<file path="src/rtl/mem_ctrl_pkg.sv">
// Shared types and constants for the memory-access stage SRAM controller.
package mem_ctrl_pkg;

    typedef enum logic [2:0] {
        IDLE  = 3'd0,
        RD_LO = 3'd1,
        RD_HI = 3'd2,
        WR_LO = 3'd3,
        WR_HI = 3'd4,
        DONE  = 3'd5
    } state_t;

    localparam int SRAM_ADDR_W_DEF = 18;
    localparam int WAIT_CYCLES_DEF = 2;

    // Halfword select appended as the SRAM address LSB.
    localparam logic HALF_LO = 1'b0;
    localparam logic HALF_HI = 1'b1;

endpackage

</file>
<file path="src/rtl/mem_access_ctrl.sv">
// Sequences 32-bit loads/stores as two 16-bit accesses to an asynchronous
// SRAM, freezing the pipeline (ready = 0) while an access is in flight.
module mem_access_ctrl
    import mem_ctrl_pkg::*;
#(
    parameter int WAIT_CYCLES = WAIT_CYCLES_DEF,
    parameter int SRAM_ADDR_W = SRAM_ADDR_W_DEF
) (
    input  logic                   clk,
    input  logic                   rst,
    input  logic                   mem_r_en,
    input  logic                   mem_w_en,
    input  logic [31:0]            addr,
    input  logic [31:0]            wdata,
    output logic                   ready,
    output logic [31:0]            read_data,
    output logic [SRAM_ADDR_W-1:0] sram_addr,
    output logic                   sram_we_n,
    output logic [15:0]            sram_dq_out,
    output logic                   sram_dq_oe,
    input  logic [15:0]            sram_dq_in
);

    localparam logic [3:0] CNT_LAST = 4'(WAIT_CYCLES - 1);

    state_t      state;
    state_t      state_nxt;
    logic [3:0]  cnt;
    logic [3:0]  cnt_nxt;
    logic        last;
    logic [16:0] word_q;
    logic [31:0] wdata_q;
    logic        unused_addr_bits;

    // Only addr[18:2] selects the word; the rest is deliberately ignored.
    assign unused_addr_bits = ^{addr[31:19], addr[1:0]};

    // Final cycle of a half-access phase.
    assign last = (cnt == CNT_LAST);

    // State and wait-counter registers; reset abandons any access at once.
    always_ff @(posedge clk or negedge rst) begin
        if (!rst) begin
            state <= IDLE;
            cnt   <= 4'd0;
        end else begin
            state <= state_nxt;
            cnt   <= cnt_nxt;
        end
    end

    // Latch the request operands on acceptance so later input changes are ignored.
    always_ff @(posedge clk) begin
        if (state == IDLE && (mem_r_en || mem_w_en)) begin
            word_q  <= addr[18:2];
            wdata_q <= wdata;
        end
    end

    // Assemble the load word from the two SRAM halves; held between loads.
    always_ff @(posedge clk or negedge rst) begin
        if (!rst) begin
            read_data <= 32'd0;
        end else if (last) begin
            if (state == RD_LO) begin
                read_data[15:0] <= sram_dq_in;
            end else if (state == RD_HI) begin
                read_data[31:16] <= sram_dq_in;
            end
        end
    end

    // Next-state, counter and ready decode.
    always_comb begin
        state_nxt = state;
        cnt_nxt   = cnt;
        ready     = 1'b0;
        case (state)
            IDLE: begin
                cnt_nxt = 4'd0;
                if (mem_w_en) begin
                    state_nxt = WR_LO;
                end else if (mem_r_en) begin
                    state_nxt = RD_LO;
                end else begin
                    ready = 1'b1;
                end
            end
            RD_LO, RD_HI, WR_LO, WR_HI: begin
                if (last) begin
                    cnt_nxt = 4'd0;
                    case (state)
                        RD_LO:   state_nxt = RD_HI;
                        WR_LO:   state_nxt = WR_HI;
                        default: state_nxt = DONE;
                    endcase
                end else begin
                    cnt_nxt = cnt + 4'd1;
                end
            end
            DONE: begin
                // A request still visible here belongs to the access just completed.
                ready     = 1'b1;
                state_nxt = IDLE;
                cnt_nxt   = 4'd0;
            end
            default: begin
                state_nxt = IDLE;
                cnt_nxt   = 4'd0;
            end
        endcase
    end

    // SRAM pins decoded from registers only; strobe rises on each phase's last cycle.
    always_comb begin
        sram_addr   = '0;
        sram_we_n   = 1'b1;
        sram_dq_out = 16'd0;
        sram_dq_oe  = 1'b0;
        case (state)
            RD_LO: sram_addr = SRAM_ADDR_W'({word_q, HALF_LO});
            RD_HI: sram_addr = SRAM_ADDR_W'({word_q, HALF_HI});
            WR_LO: begin
                sram_addr   = SRAM_ADDR_W'({word_q, HALF_LO});
                sram_we_n   = (cnt >= CNT_LAST);
                sram_dq_out = wdata_q[15:0];
                sram_dq_oe  = 1'b1;
            end
            WR_HI: begin
                sram_addr   = SRAM_ADDR_W'({word_q, HALF_HI});
                sram_we_n   = (cnt >= CNT_LAST);
                sram_dq_out = wdata_q[31:16];
                sram_dq_oe  = 1'b1;
            end
            default: begin
                sram_addr   = '0;
                sram_we_n   = 1'b1;
                sram_dq_out = 16'd0;
                sram_dq_oe  = 1'b0;
            end
        endcase
    end

endmodule

</file>
<file path="config.mk">
export PLATFORM = sky130hd
export DESIGN_NAME = mem_access_ctrl
export DESIGN_NICKNAME = d
export VERILOG_FILES = /design/src/rtl/mem_ctrl_pkg.sv /design/src/rtl/mem_access_ctrl.sv
export SDC_FILE = /design/constraint.sdc
export NUM_CORES = 1
export LEC_CHECK = 0
export ABC_CLOCK_PERIOD_IN_PS = 3120
export BUFFER_PORTS_ARGS = -buffer_cell sky130_fd_sc_hd__clkbuf_2
export CAP_MARGIN = 15
export CORE_ASPECT_RATIO = 0.6
export CORE_MARGIN = 2
export CORE_UTILIZATION = 47
export CTS_BUF_LIST = sky130_fd_sc_hd__clkbuf_16
export CTS_CLUSTER_DIAMETER = 40
export DETAILED_ROUTE_END_ITERATION = 12
export PLACE_DENSITY = 0.8
export REMOVE_ABC_BUFFERS = 1
export SETUP_SLACK_MARGIN = 0.3
export SYNTH_ARGS = -nofsm -noshare
export SYNTH_HDL_FRONTEND = slang
export SYNTH_SLANG_ARGS = --single-unit
</file>
<file path="constraint.sdc">
create_clock -name clk -period 3.12 [get_ports clk]
set_input_delay 0.156 -clock clk [delete_from_list [all_inputs] [get_ports clk]]
set_output_delay 0.156 -clock clk [all_outputs]
set_load 0.01 [all_outputs]
</file>
Word level (Yosys, flattened, before mapping)
Index checks and enable logic that the tools add are counted.
{"block": "totals", "inputBits": 84, "word_cells": 41, "register_bits": 88, "output_inout_bits": 69}
{"block": "classes", "add_sub_neg": 1, "reduce_logical": 10, "order_cmp": 1, "mux": 14, "bitwise": 1, "n_eq_ne": 8}
{"op": "$pmux 18 s2", "n": 1}
{"op": "$pmux 16 s2", "n": 1}
{"op": "$pmux 3 s2", "n": 2}
{"op": "$mux 3", "n": 3}
{"op": "$mux 4", "n": 2}
{"op": "$eq 3x2->1 const B", "n": 2}
{"op": "$eq 3x3->1 const B", "n": 2}
{"op": "$reduce_or 2->1", "n": 3}
{"op": "$add 4x1->4 const B", "n": 1}
{"op": "$eq 4x1->1 const B", "n": 1}
{"op": "$ge 4x1->1 const B", "n": 1}
{"op": "$mux 1", "n": 4}
{"op": "$reduce_and 2->1", "n": 2}
{"op": "$reduce_or 4->1", "n": 1}
{"op": "$eq 3x1->1 const B", "n": 1}
{"op": "$logic_not 3->1", "n": 1}
{"op": "$ne 3x3->1 const B", "n": 1}
{"op": "$reduce_and 3->1", "n": 1}
{"op": "$ne 2x2->1 const B", "n": 1}
{"op": "$pmux 1 s2", "n": 1}
{"op": "$logic_and 1x1->1", "n": 1}
{"op": "$logic_or 1x1->1", "n": 1}
{"op": "$not 1->1", "n": 1}

Logic depth before layout (Yosys ltp)
Gate-level depths: netlist of run 1.
{"block": "depth", "ltp_word": 4, "ltp_mapped": 5, "ltp_nobuf": 3}

Worst setup path after synthesis of run 1
Ideal clock, no wire load.
{"block": "synth_timing", "path_type": "register to register", "from": "register state[2]", "to": "register wdata_q[0], enable pin", "setup_slack_ps": 926, "required_time_ps": 2717, "arrival_ps": 1791, "synth_period_minus_slack_ps": 2194, "stages_incl_launch_ff": 5, "setup_ps": 403, "path_buffers": 1, "path_cell_list": "dfrtp_1 > clkbuf_1 > nor3_1 > o21ai_0 > inv_1"}
{"block": "synth_between", "elab_chain_len": 2}
{"element": "from (decl)", "line_no": "mem_access_ctrl.sv:26", "rtl": "state_t state;"}
{"element": "from (signal assigned)", "line_no": "mem_access_ctrl.sv:47", "rtl": "state <= state_nxt;"}
{"element": "$logic_not 3->1", "line_no": "mem_access_ctrl.sv:54", "rtl": "if (state == IDLE && (mem_r_en || mem_w_en)) begin"}
{"element": "$logic_and 1x1->1", "line_no": "mem_access_ctrl.sv:54"}
{"element": "to (signal assigned)", "line_no": "mem_access_ctrl.sv:56", "rtl": "wdata_q <= wdata;"}
{"element": "to (decl)", "line_no": "mem_access_ctrl.sv:32", "rtl": "logic [31:0] wdata_q;"}
Every way passes these cells.
A chain may end at the register's enable or synchronous reset.

Worst setup path in the final report of run 1
{"block": "layout_timing", "from": "register state[1]", "to": "output port sram_dq_out[10]"}
{"block": "layout_between", "elab_chain_len": 2, "word_cells_on_any_way": 3, "classes_between": "eq/ne (2); mux (1)"}
{"element": "$eq 3x3->1 / $eq 3x2->1 (equally long branches)", "line_no": "mem_access_ctrl.sv:120", "rtl": "case (state)"}
{"element": "$pmux 16 s2 (*)", "line_no": "mem_access_ctrl.sv:120"}
{"element": "to (decl)", "line_no": "mem_access_ctrl.sv:19", "rtl": "output logic [15:0] sram_dq_out,"}
Mark *: on every way between the ends. The rest lies on a longest branch, timed or not.

==> impl_results.md, run 1 <==
* CTS Buf Count at 9
* CP Launch Type: flop
* Worst Skew at approximately 6.4 ps
* WL per Instance at 16.3 um
* Ys Warns at 0
* Initial Util at 49.8%
* Power Density at 971 mW/mm2
* M2 GR Usage at 34.3%
* Clock-pin slew of the registers on the worst-case setup and hold paths at 60 ps
* Clk buf depth at 2
* # fillers at approximately 470
* Final setup viols at 0
* Syn_area_per_cell at roughly 17 um2
* Worst hold slack at 10.9 ps
* Worst Path Buf+Inv at 2
* Critical-path cell list: nor3b_2, buf_4, a22o_1, clkbuf_2
* Largest family of logic cells by synthesized area: multiplexers
* Core Area at 0.00685 mm2
* Setup Buffers After CTS at 0
* Antenna Cells at 0
* Initial DRC count at 114
* WL final at 7840 um
* Root buf cell: clkbuf_16
* Tcrit/Tclk final at approximately 72%
* Max VDD drop at 659 uV
* GRT met1 Usage at 24.1%
* Largest net degree at the start of global routing at 40
* Highest-delay cell along the critical path: nor3b_2
* RSZ-0062 raised after global routing: false
* Data arrival time of the worst path at 2100 ps
* Max Cap Violations at 0
* DP HPWL at 4910 um
* Critical path's top delay family: simple AND/OR/NAND/NOR gates
* CP Launch Point: state[1]
* Setup TNS at 0 ps
* Remaining Overflow, GRT at 0
* First-pass GRT wire length at 12,300 um
* ANT nets after route at 0
* Compound-Gate Fraction of Synth Area at 5.06%
* Max Freq at 443 MHz
* Row cnt at 23
* RePlAce Congestion at 0.723
* Synth Area in Simple Gates at 7.96%
* I/O pins at around 150
* Area of the mapped netlist at 0.00341 mm2
* Seq cells post-synth at slightly below 90
* CP Max Fanout at 11
* Hold path start: addr[15]
* Worst slew pin tran at 928 ps
* R2R depth at 3
* Count of final hold-check violations at 0
* CP max stage delay at 620 ps
* Clock net sink count at 88
* Layout Area Growth over Synthesis at 45.7%
* Sequential share of the synthesized area at 71.8%
* Critical Path RT at 2960 ps
* Hold Path Cell Cnt at 1
* Synth area leaders: edfxtp_1, dfrtp_1, mux2_2, a22o_1, mux2_4
* LEAKAGE at 2.25 nW
* R2r setup slk at 1050 ps
* Critical path class: reg2out
* Mapped Cells at 200
* Chip height at 70.0 um
* Status: finished, final reports clean
* FF-to-FF Start: cnt[1]
* CTS tree: done
* Vias per inst at approximately 4.9
* PortBufs at 137
* H-tree Lvls at 3
* Die Span X at 114 um
* Mux cell area share after synthesis at 11.9%
* Met3 Track Usage GR at 8.77%
* Die footprint at 0.00797 mm2
* Later-pin clock latency in the skew report at 330 ps
* Post-synthesis xor/xnor area fraction at 1.54%
* Synth area leader: edfxtp_1
* Adder-cell share of the synthesized area at 0%
* CP endpoint kind: primary output
* Post-synthesis cell type count at 29
* Slew HR at a little under two fifths
* Crit path time final at 2260 ps
* GRT Util Overall at around 20%
* Layer with the highest usage: met2
* DRC viols at 0
* Worst Hold Class: in2reg
* Layout cell share with drive strength beyond 1 at 48.9%
* Via count at about 2,400
* Final slew viol count at 0
* Initial antenna violation count at 0
* Drt pass-1 iters at 4
* Min-Delay Endpoint: word_q[13]
* Reg-to-Reg End: read_data[23]
* Fin util at between 70% and 80%
* Area fraction of the dominant cell type after synthesis at between 40% and 50%
* Final net count at approximately 470
* Vias in the first global route at about 2,400
-- power by group --
part	switching, mW	total, mW	internal, mW
registers	0.240	1.96	1.72
logic	0.907	1.75	0.843
clock network	0.418	1.11	0.694
total	1.56	4.82	3.26
-- per-layer routing --
| metal | vias to the layer above | routed length, um | part of all wire (%) |
|---|---|---|---|
| met5 | - | 0 | 0 |
| met4 | 0 | 107 | 1.4 |
| met3 | 14 | 635 | 8.1 |
| met2 | 93 | 3880 | 50 |
| met1 | 1157 | 3210 | 41 |
| li1 | 1120 | - | - |
-- cell usage in the layout, fill, tap and decap left out, types with 2 or more instances in the layout --
cell	count
buf_4	4
xnor2_1	4
clkbuf_16	9
a22o_1	16
xor2_1	2
a21oi_1	2
edfxtp_1	49
and2_1	17
nor4_1	2
dlygate4sd3_1	47
bufinv_16	2
nor2_1	6
mux2_2	23
inv_1	3
nor3_1	2
clkinv_1	2
dfrtp_1	39
clkbuf_2	137
nand2_1	5
mux2_4	9
-- Yosys cell counts --
master / n
buf_6: 2
nor4_1: 2
mux2_2: 23
nor4b_4: 1
dfrtp_1: 39
nor2_1: 6
edfxtp_1: 49
and3b_1: 1
a31o_2: 1
nor2b_1: 1
mux2_4: 9
nand4_4: 1
mux2i_1: 1
xor2_1: 2
or2_2: 1
nor3b_2: 1
nand3_1: 1
xnor2_1: 4
nand2_1: 5
buf_2: 1
o21ai_0: 1
clkbuf_1: 6
inv_1: 3
a21oi_1: 2
and2_1: 17
nor3_1: 2
o2111ai_1: 1
a22o_1: 16
nand3_4: 1
-- kinds of logic (layout without fill, tap and decap cells) --
family                    Yosys count  count (layout)
and+or+nand+nor                    40              40
AOI/OAI and AO/OA                  21              21
DFF                                88              88
muxes                              33              33
buffers and inverters              12             207
xor gates and xnor gates            6               6
-- metrics by stage --
step                instances  total power [mW]  cell area (um2)  worst slack [ps]
floorplan                 191              2.94             3360               966
global placement          419              3.60             4180              1090
detailed placement        419              3.66             4180              1060
CTS                       479              4.82             4940               855
global route              482              5.09             4970               704
finish                    482              4.82             4970               860
-- flip-flops by register name, indices dropped and copies added (netlist names) --
register	flops
read_data	32
wdata_q	32
word_q	17
cnt	4
state	3
-- layout make-up --
cell class	count	area, um2	share of cell area (%)
sequential	88	2450	49.3
tap	87	109	2.19
multi-input combinational	100	901	18.1
clock inverter	7	87.6	1.76
inverter	3	11.3	0.227
clock buffer	9	225	4.53
timing repair buffer	188	1190	23.9
-- worst max-delay path by stage --
stage	endpoint	slack, ps	cells after the start
after detailed placement	read_data[20]	1060	3
final	sram_dq_out[10]	860	4
after floorplan	wdata_q[0]	970	3
after CTS	sram_dq_out[11]	860	4
after global routing	sram_dq_out[10]	700	4
after global placement	read_data[18]	1090	3
-- what timing repair did --
| action | CTS | global route |
|---|---|---|
| endpoints found under the hold margin | 82 | 3 |
| hold buffers | 44 | 3 |
| gates resized for setup | 0 | 0 |
No activity file was read; power rests on OpenSTA's default activity.
==> inputs of run 2 (changes only) <==
--- a/config.mk
+++ b/config.mk
@@ -5,7 +5,7 @@
 export SDC_FILE = /design/constraint.sdc
 export NUM_CORES = 1
 export LEC_CHECK = 0
-export ABC_CLOCK_PERIOD_IN_PS = 3120
+export ABC_CLOCK_PERIOD_IN_PS = 2100
 export BUFFER_PORTS_ARGS = -buffer_cell sky130_fd_sc_hd__clkbuf_2
 export CAP_MARGIN = 15
 export CORE_ASPECT_RATIO = 0.6
==> constraint.sdc (replaced) <==
create_clock -name clk -period 2.1 [get_ports clk]
set_input_delay 0.105 -clock clk [delete_from_list [all_inputs] [get_ports clk]]
set_output_delay 0.105 -clock clk [all_outputs]
set_load 0.01 [all_outputs]
==> run 2 against run 1 <==
  * Via count up 0.76%
  * Critical path type unchanged
  * Sequential cell count is the same
  * Non-clock buffer count up 18
==> impl_results.md, run 2 (same netlist as run 1, synthesis figures left out) <==
* Status: finished, final reports clean
* Setup WS post-layout at 282 ps (-578 ps)
* Most frequent cells in the layout: clkbuf_2, dlygate4sd3_1, edfxtp_1
* Drt pass-1 iters at 4 (unchanged)
* Sw Pwr at 2.37 mW (+51%)
* Initial antenna violation count at 0 (unchanged)
* Clk buf depth at 2 (unchanged)
* CP Launch Type: flop
* FF+latch area at 0.00245 mm2 (about the same)
* Min-Delay Endpoint: read_data[24]
* R2r setup slk at 370 ps (-680 ps)
* Pint at 4.89 mW (+50%)
* DP Cell Count at 422 (+0.72%)
* Slew HR at 67.2% (+29 points)
* DP HPWL at 5020 um (+2.2%)
* Top Registers: read_data: 32 flops, wdata_q: 32 flops, word_q: 17 flops
* Die Span X at 114 um (unchanged)
* Power Density at 1410 mW/mm2 (+45%)
* Hold Path Cell Cnt at 2 (+1)
* PortBufs at 137 (unchanged)
* WL final at 7960 um (+1.6%)
* Count of final hold-check violations at 0 (unchanged)
* Antenna Cells at 0 (unchanged)
* First-pass GRT wire length at 12,700 um (+3.5%)
* Final net count at 492 (+3.8%)
* Layout Cells excl Fill at 500 (+3.7%)
* FF-to-FF Start: state[1]
* ANT nets after route at 0 (unchanged)
* Initial DRC count at 114 (unchanged)
* Later-pin clock latency in the skew report at 330 ps (about the same)
* Tot Pwr at 7.26 mW (+51%)
* Critical Path RT at 2000 ps (-960 ps)
* CP Max Fanout at 8 (-3)
* I/O pins at 153 (unchanged)
* CP Launch Point: state[0]
* DRC viols at 0 (unchanged)
* Via count at 2,402 (+0.76%)
* LEAKAGE at 2.37 nW (+5.5%)
* RePlAce Congestion at 0.795 (+9.9%)
* DP Area at 0.00422 mm2 (+0.84%)
* Reg-to-Reg End: word_q[12]
* H-tree Lvls at 3 (unchanged)
* Hold path start: sram_dq_in[8]
* CTS Buf Count at 9 (unchanged)
* Root buf cell: clkbuf_16
* # fillers at 444 (-5.3%)
* Clock-pin slew of the registers on the worst-case setup and hold paths at 60 ps (about the same)
* Max Freq at 550 MHz
* Max Cap Violations at 0 (unchanged)
* Layout Area Growth over Synthesis at 51.5%
* Post-Place Setup Slack at 153 ps (-907 ps)
* CP endpoint kind: primary output
* Crit path time final at ~1800 ps
* Clk pwr share at 20.1% (-2.9 points)
* R2R depth at 6 (+3)
* Fin util at 75.4% (+2.9 points)
* Vias in the first global route at 2,591 (+6.9%)
* Sequential power share at 39.6% (-1.1 points)
* CTS tree: done
* Initial Util at 49.8% (unchanged)
* Die footprint at 0.00797 mm2 (unchanged)
* Core Area at 0.00685 mm2 (unchanged)
* Largest net degree at the start of global routing at 50 (+25%)
* Highest-delay cell along the critical path: dfrtp_1
* Setup TNS at 0 ps (unchanged)
* Combinational power share at 40.2% (+3.9 points)
* Non-Filler Cell Area, Final at 0.00517 mm2 (+4.0%)
* Critical-path cell list: buf_6, nor3b_4, buf_6, a22o_1, buf_2
* Data arrival time of the worst path at 1710 ps (-390 ps)
* CP max stage delay at 390 ps (-230 ps)
* Worst Hold Class: in2reg
* Clock net sink count at 88 (unchanged)
* Final slew viol count at 0 (unchanged)
* Worst Skew at 6.49 ps (+0.130 ps)
* Sw frac at 32.6% (+0.18 points)
* Critical path class: reg2out
* Worst slew pin tran at 491 ps (-437 ps)
* Remaining Overflow, GRT at 0 (unchanged)
* Worst hold slack at 16.6 ps (+5.72 ps)
* WL per Instance at 15.9 um (-2.1%)
* Tcrit/Tclk final at 86.6%
* Max VDD drop at 858 uV (+30%)
* Chip height at 70.0 um (unchanged)
* Layout cell share with drive strength beyond 1 at 51.3% (+2.5 points)
* Commonest non-fill, non-tap cell in the layout: clkbuf_2
* RSZ-0062 raised after global routing: true
* Row cnt at 23 (unchanged)
* Multi-input logic area at 933 um2 (+3.6%)
* GRT Util Overall at 21.3% (+0.83 points)
* Final setup viols at 0 (unchanged)
* Vias per inst at 4.80 (-2.9%)
* Top cell by count, worst path: buf_6
run 2: cell count changes in the layout (fill, tap and decap cells not counted), sizes merged:
cell	delta
buf	+32
clkbuf	-16
clkinv	-2
bufinv	-2
dlygate4sd3	+3
inv	+4
clkinvlp	-1
run 2: area by class of cell:
class	count	share of cell area [%]
Sequential cell	88	47.4
Timing Repair Buffer	206	26.9
Multi-Input combinational cell	100	18.1
Clock buffer	10	4.84
Tap cell	87	2.11
Clock inverter	6	0.509
Inverter	3	0.218
run 2: timing repair:
item,in CTS,in global routing
hold buffers,50,0
setup endpoints to repair,49,66
cloned,1,0
pin swaps,1,18
buffers inserted,2,9
gates resized for setup,6,26
hold endpoints to repair,88,0
run 2: worst max-delay path: cells and delay by family (launching register included):
kind | cells | cell delay [ps]
buffers and inverters | 3 | 480
and+or+nand+nor | 1 | 320
DFF | 1 | 390
AOI/OAI and AO/OA | 1 | 170
run 2: layer usage:
metal  routed length, um  vias up  share of wire (%)  track usage [%]
met4                 116        0                1.5             8.54
met5                   0        -                  0                0
met3                 516       10                6.5             8.51
met2                4020      100                 50             36.4
li1                    -     1153                  -                -
met1                3310     1139                 42             24.0
run 2: worst max path at each step:
stage	slack, ps	endpoint	depth (start not counted)
floorplan	-50	wdata_q[0]	3
global placement	200	read_data[18]	3
detailed placement	150	read_data[19]	3
CTS	280	sram_addr[7]	3
global route	200	sram_dq_out[6]	5
finish	280	sram_dq_out[6]	5
run 2: power by group through the flow:
stage | clock [mW] | sequential, mW | combinational [mW]
global placement | 0 | 2.85 | 2.55
finish | 1.46 | 2.88 | 2.92
CTS | 1.50 | 2.86 | 2.75
detailed placement | 0 | 2.88 | 2.62
global route | 1.59 | 2.94 | 3.17
floorplan | 0 | 3.03 | 1.35
